--- src/rtl/control_sequencer_if.sv ---
// rtl/control_sequencer_if.sv - opcode in, T-state and bus control strobes out of the sequencer
interface control_sequencer_if;
   logic [3:0] opcode;
   logic [2:0] step;
   logic       halted;
   logic       hlt;
   logic       mi_n;
   logic       ri_n;
   logic       ro_n;
   logic       ii_n;
   logic       io_n;
   logic       ai_n;
   logic       ao_n;
   logic       eo_n;
   logic       su;
   logic       bi_n;
   logic       oi_n;
   logic       ce;
   logic       co_n;

   modport master (
      input  opcode,
      output step, halted, hlt, mi_n, ri_n, ro_n, ii_n, io_n, ai_n,
             ao_n, eo_n, su, bi_n, oi_n, ce, co_n
   );

   modport slave (
      output opcode,
      input  step, halted, hlt, mi_n, ri_n, ro_n, ii_n, io_n, ai_n,
             ao_n, eo_n, su, bi_n, oi_n, ce, co_n
   );
endinterface

--- src/rtl/control_sequencer.sv ---
// rtl/control_sequencer.sv - T-state sequencer producing one bus control word per clock
module control_sequencer #(
   parameter int STEPS     = 5,
   parameter bit EARLY_END = 1'b1
) (
   input  logic                 clk,
   input  logic                 clr,
   control_sequencer_if.master  bus
);
   typedef enum logic {RUN, HALT} state_t;

   localparam logic [2:0] STEP_MAX = 3'(STEPS - 1);
   localparam logic [3:0] OP_LDA   = 4'b0000;
   localparam logic [3:0] OP_ADD   = 4'b0001;
   localparam logic [3:0] OP_SUB   = 4'b0010;
   localparam logic [3:0] OP_OUT   = 4'b1110;
   localparam logic [3:0] OP_HLT   = 4'b1111;

   state_t     state, state_next;
   logic [2:0] step, step_next;
   logic [2:0] last_step;

   logic hlt, mi_n, ro_n, ii_n, io_n, ai_n, ao_n, eo_n, su, bi_n, oi_n, ce, co_n;

   always_ff @(posedge clk) begin
      if (clr) begin
         state <= RUN;
         step  <= '0;
      end else begin
         state <= state_next;
         step  <= step_next;
      end
   end

   always_comb begin
      case (bus.opcode)
         OP_LDA:         last_step = 3'd3;
         OP_ADD, OP_SUB: last_step = 3'd4;
         OP_OUT, OP_HLT: last_step = 3'd2;
         default:        last_step = 3'd1;
      endcase
   end

   // The opcode is only trusted from T2 on, so an early return is never taken
   // before T2; a NOP therefore spends one idle T2 before refetching.
   always_comb begin
      state_next = state;
      step_next  = step;
      if (state == RUN) begin
         if (step == 3'd2 && bus.opcode == OP_HLT) begin
            state_next = HALT;
         end else if (step == STEP_MAX ||
                      (EARLY_END && step >= 3'd2 && step >= last_step)) begin
            step_next = '0;
         end else begin
            step_next = step + 3'd1;
         end
      end
   end

   always_comb begin
      hlt  = 1'b0;
      mi_n = 1'b1;
      ro_n = 1'b1;
      ii_n = 1'b1;
      io_n = 1'b1;
      ai_n = 1'b1;
      ao_n = 1'b1;
      eo_n = 1'b1;
      su   = 1'b0;
      bi_n = 1'b1;
      oi_n = 1'b1;
      ce   = 1'b0;
      co_n = 1'b1;
      if (!clr) begin
         if (state == HALT) begin
            hlt = 1'b1;
         end else if (step == 3'd0) begin
            co_n = 1'b0;
            mi_n = 1'b0;
         end else if (step == 3'd1) begin
            ro_n = 1'b0;
            ii_n = 1'b0;
            ce   = 1'b1;
         end else begin
            case (bus.opcode)
               OP_LDA: begin
                  if (step == 3'd2) begin io_n = 1'b0; mi_n = 1'b0; end
                  if (step == 3'd3) begin ro_n = 1'b0; ai_n = 1'b0; end
               end
               OP_ADD, OP_SUB: begin
                  if (step == 3'd2) begin io_n = 1'b0; mi_n = 1'b0; end
                  if (step == 3'd3) begin ro_n = 1'b0; bi_n = 1'b0; end
                  if (step == 3'd4) begin
                     eo_n = 1'b0;
                     ai_n = 1'b0;
                     su   = (bus.opcode == OP_SUB);
                  end
               end
               OP_OUT: begin
                  if (step == 3'd2) begin ao_n = 1'b0; oi_n = 1'b0; end
               end
               OP_HLT: begin
                  if (step == 3'd2) hlt = 1'b1;
               end
               default: ;
            endcase
         end
      end
   end

   assign bus.step   = step;
   assign bus.halted = (state == HALT);
   assign bus.hlt    = hlt;
   assign bus.mi_n   = mi_n;
   assign bus.ri_n   = 1'b1;
   assign bus.ro_n   = ro_n;
   assign bus.ii_n   = ii_n;
   assign bus.io_n   = io_n;
   assign bus.ai_n   = ai_n;
   assign bus.ao_n   = ao_n;
   assign bus.eo_n   = eo_n;
   assign bus.su     = su;
   assign bus.bi_n   = bi_n;
   assign bus.oi_n   = oi_n;
   assign bus.ce     = ce;
   assign bus.co_n   = co_n;
endmodule

--- src/flat_wrapper.sv ---
// flat-port wrapper written by rule: the top's interface ports become plain ports
module control_sequencer_flat 
#(
   parameter int STEPS     = 5,
   parameter bit EARLY_END = 1'b1
)
  (clk, clr, bus_opcode, bus_step, bus_halted, bus_hlt, bus_mi_n, bus_ri_n, bus_ro_n, bus_ii_n, bus_io_n, bus_ai_n, bus_ao_n, bus_eo_n, bus_su, bus_bi_n, bus_oi_n, bus_ce, bus_co_n);
  control_sequencer_if bus_i ();
  input  logic clk;
  input  logic clr;
  input wire logic [$bits(bus_i.opcode)-1:0] bus_opcode;
  output wire logic [$bits(bus_i.step)-1:0] bus_step;
  output wire logic [$bits(bus_i.halted)-1:0] bus_halted;
  output wire logic [$bits(bus_i.hlt)-1:0] bus_hlt;
  output wire logic [$bits(bus_i.mi_n)-1:0] bus_mi_n;
  output wire logic [$bits(bus_i.ri_n)-1:0] bus_ri_n;
  output wire logic [$bits(bus_i.ro_n)-1:0] bus_ro_n;
  output wire logic [$bits(bus_i.ii_n)-1:0] bus_ii_n;
  output wire logic [$bits(bus_i.io_n)-1:0] bus_io_n;
  output wire logic [$bits(bus_i.ai_n)-1:0] bus_ai_n;
  output wire logic [$bits(bus_i.ao_n)-1:0] bus_ao_n;
  output wire logic [$bits(bus_i.eo_n)-1:0] bus_eo_n;
  output wire logic [$bits(bus_i.su)-1:0] bus_su;
  output wire logic [$bits(bus_i.bi_n)-1:0] bus_bi_n;
  output wire logic [$bits(bus_i.oi_n)-1:0] bus_oi_n;
  output wire logic [$bits(bus_i.ce)-1:0] bus_ce;
  output wire logic [$bits(bus_i.co_n)-1:0] bus_co_n;
  assign bus_i.opcode = bus_opcode;
  assign bus_step = bus_i.step;
  assign bus_halted = bus_i.halted;
  assign bus_hlt = bus_i.hlt;
  assign bus_mi_n = bus_i.mi_n;
  assign bus_ri_n = bus_i.ri_n;
  assign bus_ro_n = bus_i.ro_n;
  assign bus_ii_n = bus_i.ii_n;
  assign bus_io_n = bus_i.io_n;
  assign bus_ai_n = bus_i.ai_n;
  assign bus_ao_n = bus_i.ao_n;
  assign bus_eo_n = bus_i.eo_n;
  assign bus_su = bus_i.su;
  assign bus_bi_n = bus_i.bi_n;
  assign bus_oi_n = bus_i.oi_n;
  assign bus_ce = bus_i.ce;
  assign bus_co_n = bus_i.co_n;
  control_sequencer #(.STEPS(STEPS), .EARLY_END(EARLY_END)) u_core (.clk(clk), .clr(clr), .bus(bus_i));
endmodule
--- config.mk ---
export PLATFORM = sky130hd
export DESIGN_NAME = control_sequencer_flat
export DESIGN_NICKNAME = d
export VERILOG_FILES = /design/src/rtl/control_sequencer_if.sv /design/src/rtl/control_sequencer.sv /design/src/flat_wrapper.sv
export SDC_FILE = /design/constraint.sdc
export NUM_CORES = 1
export LEC_CHECK = 0
export CAP_MARGIN = 20
export CORE_MARGIN = 2
export CORE_UTILIZATION = 40
export DETAILED_ROUTE_END_ITERATION = 8
export PLACE_DENSITY_LB_ADDON = 0.1
export SLEW_MARGIN = 10
export SYNTH_ARGS = -nofsm -noshare
export SYNTH_HDL_FRONTEND = slang
export SYNTH_SLANG_ARGS = --single-unit
--- constraint.sdc ---
create_clock -name clk -period 2.43 [get_ports clk]
set_clock_uncertainty 0.2 [all_clocks]
set_input_delay 0.243 -clock clk [delete_from_list [all_inputs] [get_ports clk]]
set_output_delay 0.243 -clock clk [all_outputs]
set_load 0.01 [all_outputs]
**Word-level counts from Yosys, hierarchy flattened**

Cells that the tools add are included.

- Add/sub/neg operators: 1
- $mul: 0
- Div/mod/pow operators: 0
- Magnitude comparators: 2
- Equality and inequality tests: 8
- Shift-type cells: 0
- Multiplexer cells: 63
- Bitwise gates (word level): 2
- Reductions and logical operators: 9

Operators with widths:

| operator | number |
|---|---|
| 1-bit 2-to-1 mux | 60 |
| 3-bit case mux with 3 select lines | 1 |
| 4-bit equality test (second input constant) | 2 |
| 3-bit by 2-bit equality test with 1-bit output (second input constant) | 2 |
| 4-bit by 1-bit equality test with 1-bit output (second input constant) | 1 |
| 4-bit by 2-bit equality test with 1-bit output (second input constant) | 1 |
| 4-bit zero test | 1 |
| 2-bit OR reduction | 2 |
| 3-bit by 1-bit adder with 3-bit output (second input constant) | 1 |
| 3-bit by 1-bit equality test with 1-bit output (second input constant) | 1 |
| 3-bit equality test (second input constant) | 1 |
| 3-bit by 2-bit >= comparator with 1-bit output (second input constant) | 1 |
| 3-bit >= comparator | 1 |
| 3-bit zero test | 1 |
| 3-bit 2-to-1 mux | 1 |
| 3-bit OR reduction | 1 |
| 1-bit logical AND | 2 |
| 1-bit inverter | 2 |
| 1-bit case mux with 2 select lines | 1 |
| 2-bit AND reduction | 1 |
| 1-bit logical OR | 1 |

- Flip-flop bits (word level): 4
- Latch bits: 0
- Memory bits (writable): 0
- Bits in read-only memories: 0
- Bits of input ports: 6
- Word-level logic and storage cells: 87
- Memories kept: 0

**Longest topological paths before layout**

Gate-level depths: netlist (run 1).

- Word-level depth: 7
- Depth in mapped cells: 9
- Gate-level depth less buffers: 8

**Worst setup path after synthesis (run 1)**

Ideal clock, no wire load.

- Path kind: register -> output
- From: register u_core.step[1] (netlist: u_core.bus.step[1])
- To: output port bus_oi_n
- Arrival: 1524 ps
- Data required time: 1987 ps
- Path slack: 463 ps
- Cell stages (with the launch flop): 7
- Buffers on the path: 1
- Cells stage by stage: dfxtp_1 inv_2 ha_1 nand2b_1 nor4b_1 nand4_1 buf_4

- Longest elaborated chain between the ends: 7
- Elaborated cells on any way between the ends: 9

RTL lines:

| element | line | source |
|---|---|---|
| start, declared | control_sequencer.sv:20 | `logic [2:0] step, step_next;` |
| start signal, assigned | control_sequencer.sv:31 | `step <= step_next;` |
| 3-bit by 2-bit equality test with 1-bit output | control_sequencer.sv:101 | `if (step == 3'd2) begin ao_n = 1'b0; oi_n = 1'b0; end` |
| 1-bit 2-to-1 mux (3 in a row) | - |  |
| 1-bit 2-to-1 mux * (3 in a row) | - |  |
| end, declared | flat_wrapper.sv:25 | `output wire logic [$bits(bus_i.oi_n)-1:0] bus_oi_n;` |

Mark *: on every way between the ends. The rest lies on a longest branch, timed or not.

**Worst setup path after layout (run 1)**

- From: register u_core.step[0] (netlist: u_core.bus.step[0])
- To: output port bus_su

- Longest elaborated chain between the ends: 7
- Elaborated cells on any way between the ends: 9

RTL lines:

| element | line | source |
|---|---|---|
| 3-bit equality test | control_sequencer.sv:94 | `if (step == 3'd4) begin` |
| 1-bit 2-to-1 mux | control_sequencer.sv:94 |  |
| 1-bit 2-to-1 mux | control_sequencer.sv:86 | `case (bus.opcode)` |
| 1-bit 2-to-1 mux | control_sequencer.sv:81 | `end else if (step == 3'd1) begin` |
| 1-bit 2-to-1 mux * | control_sequencer.sv:78 | `end else if (step == 3'd0) begin` |
| 1-bit 2-to-1 mux * | control_sequencer.sv:76 | `if (state == HALT) begin` |
| 1-bit 2-to-1 mux * | control_sequencer.sv:75 | `if (!clr) begin` |
| end, declared | flat_wrapper.sv:23 | `output wire logic [$bits(bus_i.su)-1:0] bus_su;` |

Marked as above.

==> results.py, run 1 <==
metrics = {
    "run_status": {
        "outcome": "finished clean",
    },
    "logic_synthesis": {
        "muxShareOfSynthArea": 0.01856,
        "synth_cell_types": 37,
        "post_synth_adder_cell_area": 0.1856,
        "main_combinational_cell_family_by_area_after_synthesis": "simple AND/OR/NAND/NOR gates",
        "mappedNetlistArea_um2": 539.3,
        "synth_async_sr_flop_share": 0,
        "synth-seq-cells": 4,
        "synth_compound_gate_area_share": 0.1624,
        "postSynthCellCount": 76,
        "synth.area.top_cells": "ha_1, dfxtp_1, nand2_1, nor2_1, inv_1",
        "synth.largest_area_cell": "ha_1",
        "post_synth_and_or_nand_nor_area_fraction": 0.3480,
        "synth.avg_cell_area_um2": 7.096,
        "mappedNetlistNets": 90,
        "number_of_flops_mapped_to_enable_cells_by_yosys": 0,
        "synth-xor-area-share": 0.01624,
        "ys_warn_count": 0,
        "yosysSeqAreaShare": 0.1485,
        "synth_top_flop_cell": "dfxtp_1",
        "synth.top_cell.area_share": 0.1856,
    },
    "final_layout": {
        "final_cell_mix": "clkdlybuf4s50_1, nand2_1, ha_1, buf_4, nor2_1",
        "final_layout_size_suffix_gt1_frac": 0.2212,
        "antenna_cells": 0,
        "design_area_um2": 853.3,
        "post_layout_nonfiller_instances": 119,
        "layout.cells.most_common": "clkdlybuf4s50_1",
        "layout.nets": 120,
        "syn_to_final_growth_pct": 58.24,
    },
    "setup_path": {
        "worst-path-max-fanout": 6,
        "cp_slowest_stage_delay_ns": 0.52,
        "reg2regPathDepth": 6,
        "path_buf_inv": 2,
        "worstReg2RegEnd": "u_core.bus.step[0]",
        "r2r_slack_ns": 0.78,
        "timing.critical_path.depth": 6,
        "crit_path_cell_trace": "inv_2 -> ha_2 -> nand2_1 -> nor3_2 -> and3_1 -> clkdlybuf4s50_1",
        "crit_type": "reg2out",
        "crit-reg2reg-launch": "u_core.bus.step[0]",
        "critical-path-top-delay-family": "buffers and inverters",
        "endpoint_kind": "output port",
        "crit_slowest_cell": "clkdlybuf4s50_1",
        "worstPathArrival_ns": 1.87,
        "worstPathRequired_ns": 1.99,
        "critPathLaunchType": "register",
    },
    "grt": {
        "gr_met3_demand_resource": 0.03261,
        "grtUsageMet1": 0.2233,
        "grt_first_pass_wirelength_mm": 2.097,
        "grt_max_degree": 9,
        "initial_antenna_violation_count": 0,
        "grt_remaining_overflow": 0,
        "top_usage_layer_grt": "met2",
        "grt_usage": 0.1867,
        "first_global_vias": 518,
        "grtUsageMet2": 0.3254,
    },
    "sta": {
        "layout_worst_path_cycle_share": 0.9508,
        "rsz0062_at_grt": "false",
        "hold_violations": 0,
        "holdWs_ns": 0.3268,
        "report.final.slew_viol_count": 0,
        "max_clock_freq_ghz": 0.4328,
        "setup_violations": 0,
        "timing.final.crit_period_ns": 2.310,
    },
    "place": {
        "hpwlAfterDp_mm": 1.079,
        "place_area_um2": 799.5,
        "portBuffers": 22,
        "place_congestion": 0.7539,
        "placed_cell_count": 116,
    },
    "detailed_routing": {
        "total_wire_length_mm": 1.298,
        "drtPass1Iterations": 4,
        "drt_drc_violations_left": 0,
        "routed_wire_length_per_instance_um": 10.91,
        "routed-via-count": 605,
        "detail_route.vias_per_cell": 5.084,
        "detail_route.iter0.violations": 9,
        "drtAntennaViolNets": 0,
    },
    "die": {
        "core_region_area_mm2": 0.001285,
        "total_die_area_mm2": 0.001658,
        "floorplan.initialDensity": 0.4197,
        "die_w_um": 40.72,
        "std_cell_rows": 13,
        "floorplan.io_pins": 24,
        "die_h_um": 40.72,
    },
    "power_and_ir_drop": {
        "pd_cells_mw_per_mm2": 650.9,
        "power_uw": 555.4,
        "leakagePower_uw": 0.0003586,
        "peakVddDrop_mv": 0.4389,
    },
    "min_path": {
        "worstHoldPathType": "reg2reg",
        "hold_path_depth": 2,
        "whs_endpoint": "u_core.bus.step[2]",
        "hp-start": "u_core.bus.step[2]",
    },
    "clock_network": {
        "source_to_sink_clock_delay_at_the_later_pin_of_the_worst_skew_pair_ns": 0.23,
        "cts_made_buffers": 3,
        "clock-root-buffer": "clkbuf_4",
        "ctsHoldBuffers": 0,
        "cts.clk_slew.worst_paths_ns": 0.04,
        "cts-htree-levels": 1,
        "max-clock-path-buffers": 2,
        "clock_tree_from_tritoncts": "yes",
        "clock-sinks": 4,
    },
    "job": {
        "max_cap_viol_count": 0,
    },
}
cell usage after synthesis, types with 2 or more instances:
cell,instances
nand2_1,10
ha_1,8
nor2_1,6
inv_1,5
dfxtp_1,4
nand3_1,3
nor2b_1,3
nor3_1,3
o22ai_1,3
buf_4,2
clkinv_1,2
nand2b_1,2
area by class of cell:
type,count,area (um^2)
clock buffers,3,22.52
fillers,133,431.7
inverters,8,30.03
multi-input cells,60,430.4
flip-flops and latches,4,83.83
well taps,15,18.77
repair buffers,29,267.8
where the power goes:
part	internal (uW)	switching (uW)
sequential	86.1	24.7
combinational	181	182
clock	55.1	25.7
total	323	233
layer usage:
metal  vias up  routed length (um)
met5         -                   0
li1        321                   -
met1       271                 630
met3         0                  48
met4         0                   0
met2        13                 619
worst max path at each step:
stage	start	slack [ns]	endpoint
after floorplan	u_core.bus.step[1]	0.46	bus_oi_n
after global routing	u_core.bus.step[0]	0.007	bus_ce
after CTS	u_core.bus.step[0]	0.002	bus_ce
final	u_core.bus.step[0]	0.12	bus_su
after detailed placement	bus_opcode[3]	-0.04	u_core.bus.step[2]
after global placement	bus_opcode[2]	-0.02	bus_hlt
logic make-up after synthesis:
logic type               after synthesis
AND/OR/NAND/NOR                       36
AO/OA/AOI/OAI                         13
buffers and inverters                 12
adder cells (fa/ha/maj)                8
flip-flops                             4
other                                  1
XOR/XNOR                               1
multiplexers                           1
sequential cells by signal, summed over array words and instances, names as in the netlist:
register / cells
u_core.bus.halted: 1
u_core.bus.step: 3
through the flow:
stage	setup slack, ns	util	setup TNS [ns]
final	0.1195	0.6641	0
after global routing	0.007027	0.6641	0
after CTS	0.002129	0.6524	0
after detailed placement	-0.04375	0.6222	-0.1076
after global placement	-0.01878	0.6222	-0.02486
after floorplan	0.4627	-	0
worst min-delay path, delay by kind of cell, from the launching register on:
kind,cells,cell delay [ns]
simple gates,1,0.07
compound gates,1,0.06
flops,1,0.35
timing repair:
action,CTS,global route
setup endpoints to repair,6,6
gates resized for setup,10,4
setup buffers,0,0
Power figures use the tool's default switching activity.
==> run 2: changes to the inputs <==
--- a/config.mk
+++ b/config.mk
@@ -5,12 +5,10 @@
 export SDC_FILE = /design/constraint.sdc
 export NUM_CORES = 1
 export LEC_CHECK = 0
-export CAP_MARGIN = 20
 export CORE_MARGIN = 2
 export CORE_UTILIZATION = 40
 export DETAILED_ROUTE_END_ITERATION = 8
 export PLACE_DENSITY_LB_ADDON = 0.1
-export SLEW_MARGIN = 10
 export SYNTH_ARGS = -nofsm -noshare
 export SYNTH_HDL_FRONTEND = slang
 export SYNTH_SLANG_ARGS = --single-unit
==> results of run 2 <==
No change in the layout: final DEF, timing and power equal those of run 1.
==> run 3: changes to the inputs <==
--- a/config.mk
+++ b/config.mk
@@ -5,7 +5,6 @@
 export SDC_FILE = /design/constraint.sdc
 export NUM_CORES = 1
 export LEC_CHECK = 0
-export CORE_MARGIN = 2
 export CORE_UTILIZATION = 40
 export DETAILED_ROUTE_END_ITERATION = 8
 export PLACE_DENSITY_LB_ADDON = 0.1
==> results.py, run 3 (synthesis gave the netlist of run 1 again) <==
metrics = {
    "detailed_routing": {
        "total_wire_length_mm": 1.287,
        "drtPass1Iterations": 4,
        "routed_wire_length_per_instance_um": 11.00,
        "detail_route.vias_per_cell": 5.111,
        "detail_route.iter0.violations": 10,
        "drtAntennaViolNets": 0,
        "routed-via-count": 598,
        "drt_drc_violations_left": 0,
    },
    "setup_path": {
        "reg2regPathDepth": 6,
        "crit_path_cell_trace": "clkdlybuf4s50_1 -> or2_1 -> nor2_2 -> buf_4 -> nand3_1 -> clkdlybuf4s50_1",
        "worstPathArrival_ns": 1.88,
        "worstPathRequired_ns": 1.99,
        "crit_slowest_cell": "clkdlybuf4s50_1",
        "endpoint_kind": "output port",
        "critical-path-top-delay-family": "buffers and inverters",
        "r2r_slack_ns": 0.65,
        "worst-path-max-fanout": 5,
        "crit_path_frequent_cell": "clkdlybuf4s50_1",
        "crit_type": "in2out",
        "cp_slowest_stage_delay_ns": 0.49,
        "crit-reg2reg-launch": "u_core.bus.step[2]",
        "path_buf_inv": 3,
        "worstReg2RegEnd": "u_core.bus.step[2]",
        "critPathLaunchType": "primary input",
    },
    "min_path": {
        "hp-start": "u_core.bus.step[2]",
        "hold_path_depth": 2,
        "whs_endpoint": "u_core.bus.step[2]",
        "worstHoldPathType": "reg2reg",
    },
    "power_and_ir_drop": {
        "seq_power_share": 0.190,
        "share_clk_of_total_power": 0.142,
        "peakVddDrop_mv": 0.5171,
        "switching_power_share_of_the_total": 0.4108,
        "power.switching_uw": 225.0,
        "leakagePower_uw": 0.0003765,
        "pd_cells_mw_per_mm2": 644.7,
        "combPwrFrac": 0.668,
        "intPower_uw": 322.7,
        "power_uw": 547.7,
    },
    "grt": {
        "first_global_vias": 496,
        "initial_antenna_violation_count": 0,
        "grt_first_pass_wirelength_mm": 2.049,
        "grt_usage": 0.1921,
        "grt_remaining_overflow": 0,
        "grt_max_degree": 9,
    },
    "clock_network": {
        "clock_tree_from_tritoncts": "yes",
        "clock-sinks": 4,
        "ctsHoldBuffers": 0,
        "cts-htree-levels": 1,
        "max-clock-path-buffers": 2,
        "cts_made_buffers": 3,
        "post-cts-setup-buffer-count": 0,
        "source_to_sink_clock_delay_at_the_later_pin_of_the_worst_skew_pair_ns": 0.22,
        "cts.clk_slew.worst_paths_ns": 0.04,
        "clock-root-buffer": "clkbuf_4",
    },
    "final_layout": {
        "final-seq-area_um2": 81.33,
        "post_layout_nonfiller_instances": 117,
        "antenna_cells": 0,
        "filler_cells": 99,
        "final_layout_size_suffix_gt1_frac": 0.1942,
        "syn_to_final_growth_pct": 57.54,
        "multi_input_comb_area_um2": 429.2,
        "final_cell_mix": "clkdlybuf4s50_1, nand2_1, ha_1",
        "layout.nets": 119,
        "layout.cells.most_common": "clkdlybuf4s50_1",
        "largest_register_ffs": 3,
        "largest_register": "u_core.bus.step",
        "design_area_um2": 849.6,
    },
    "sta": {
        "report.final.slew_viol_count": 0,
        "timing.final.crit_period_ns": 2.328,
        "rsz0062_at_grt": "false",
        "max_clock_freq_ghz": 0.4296,
        "setup_violations": 0,
        "sum_neg_setup_slack_ns": 0,
        "layout_worst_path_cycle_share": 0.9579,
        "hold_violations": 0,
        "holdWs_ns": 0.3086,
    },
    "die": {
        "floorplan.initialDensity": 0.4605,
        "floorplan.io_pins": 24,
        "std_cell_rows": 12,
        "die_w_um": 38.72,
        "total_die_area_mm2": 0.001499,
        "die_h_um": 38.72,
        "core_region_area_mm2": 0.001171,
    },
    "place": {
        "hpwlAfterDp_mm": 1.040,
        "place_area_um2": 790.8,
        "place_congestion": 0.8580,
        "placed_cell_count": 114,
        "portBuffers": 22,
    },
    "run_status": {
        "outcome": "finished clean",
    },
    "job": {
        "max_cap_viol_count": 0,
    },
}
==> run 3: changes by cell type in the layout (fill, tap and decap cells not counted) <==
cell	change
nor2_2	+1
dlymetal6s2s_1	+3
o21bai_1	+1
dfxtp_2	-2
nor2_1	-1
o21bai_2	-1
clkdlybuf4s50_1	-2
buf_4	-1
dfxtp_1	+2
dlygate4sd2_1	-1
==> run 3: worst max-delay path by stage <==
stage | start | end | slack, ns | depth (start not counted)
floorplan | u_core.bus.step[1] | bus_oi_n | 0.46 | 6
global placement | bus_opcode[3] | u_core.bus.step[2] | -0.04 | 9
detailed placement | bus_opcode[3] | u_core.bus.step[2] | -0.09 | 9
CTS | u_core.bus.step[1] | bus_ao_n | 0.002 | 6
global route | bus_opcode[3] | bus_bi_n | 0.003 | 6
finish | bus_opcode[3] | bus_bi_n | 0.10 | 6
==> run 3: power by group through the flow <==
stage / registers [uW] / logic, uW / clock network [uW]
finish: 104 / 366 / 77.6
global route: 107 / 408 / 82.9
CTS: 105 / 357 / 81.4
detailed placement: 103 / 352 / 0
global placement: 103 / 348 / 0
floorplan: 108 / 213 / 0
==> run 3: layout make-up <==
| class | count | share of cell area |
|---|---|---|
| Tap cell | 14 | 0.02062 |
| Sequential cell | 4 | 0.09573 |
| Timing Repair Buffer | 28 | 0.3166 |
| Clock buffer | 3 | 0.02651 |
| Multi-Input combinational cell | 60 | 0.5052 |
| Inverter | 8 | 0.03535 |
==> run 3: tightest hold or removal path, stage by stage, from the launching register on <==
cell and delay (ns):
dfxtp_1 0.32, nand2_1 0.06, o22ai_1 0.07
==> run 3: per-stage QoR <==
stage	util	setup WS (ns)
global placement	0.6752	-0.03831
CTS	0.6998	0.002254
detailed placement	0.6752	-0.09488
finish	0.7254	0.1022
floorplan	-	0.4627
global route	0.7254	0.002613
==> run 3: routing by layer <==
layer | vias up | global-route usage | wire length, um
met5 | - | 0 | 0
met4 | 0 | 0.05172 | 0
met3 | 0 | 0 | 56
met2 | 16 | 0.3500 | 631
met1 | 265 | 0.2457 | 599
li1 | 317 | - | -
==> run 3: repair_timing <==
| action | in CTS | in global routing |
|---|---|---|
| endpoints found under the setup margin | 5 | 8 |
| pin swaps | 1 | 1 |
| resized for setup | 7 | 7 |
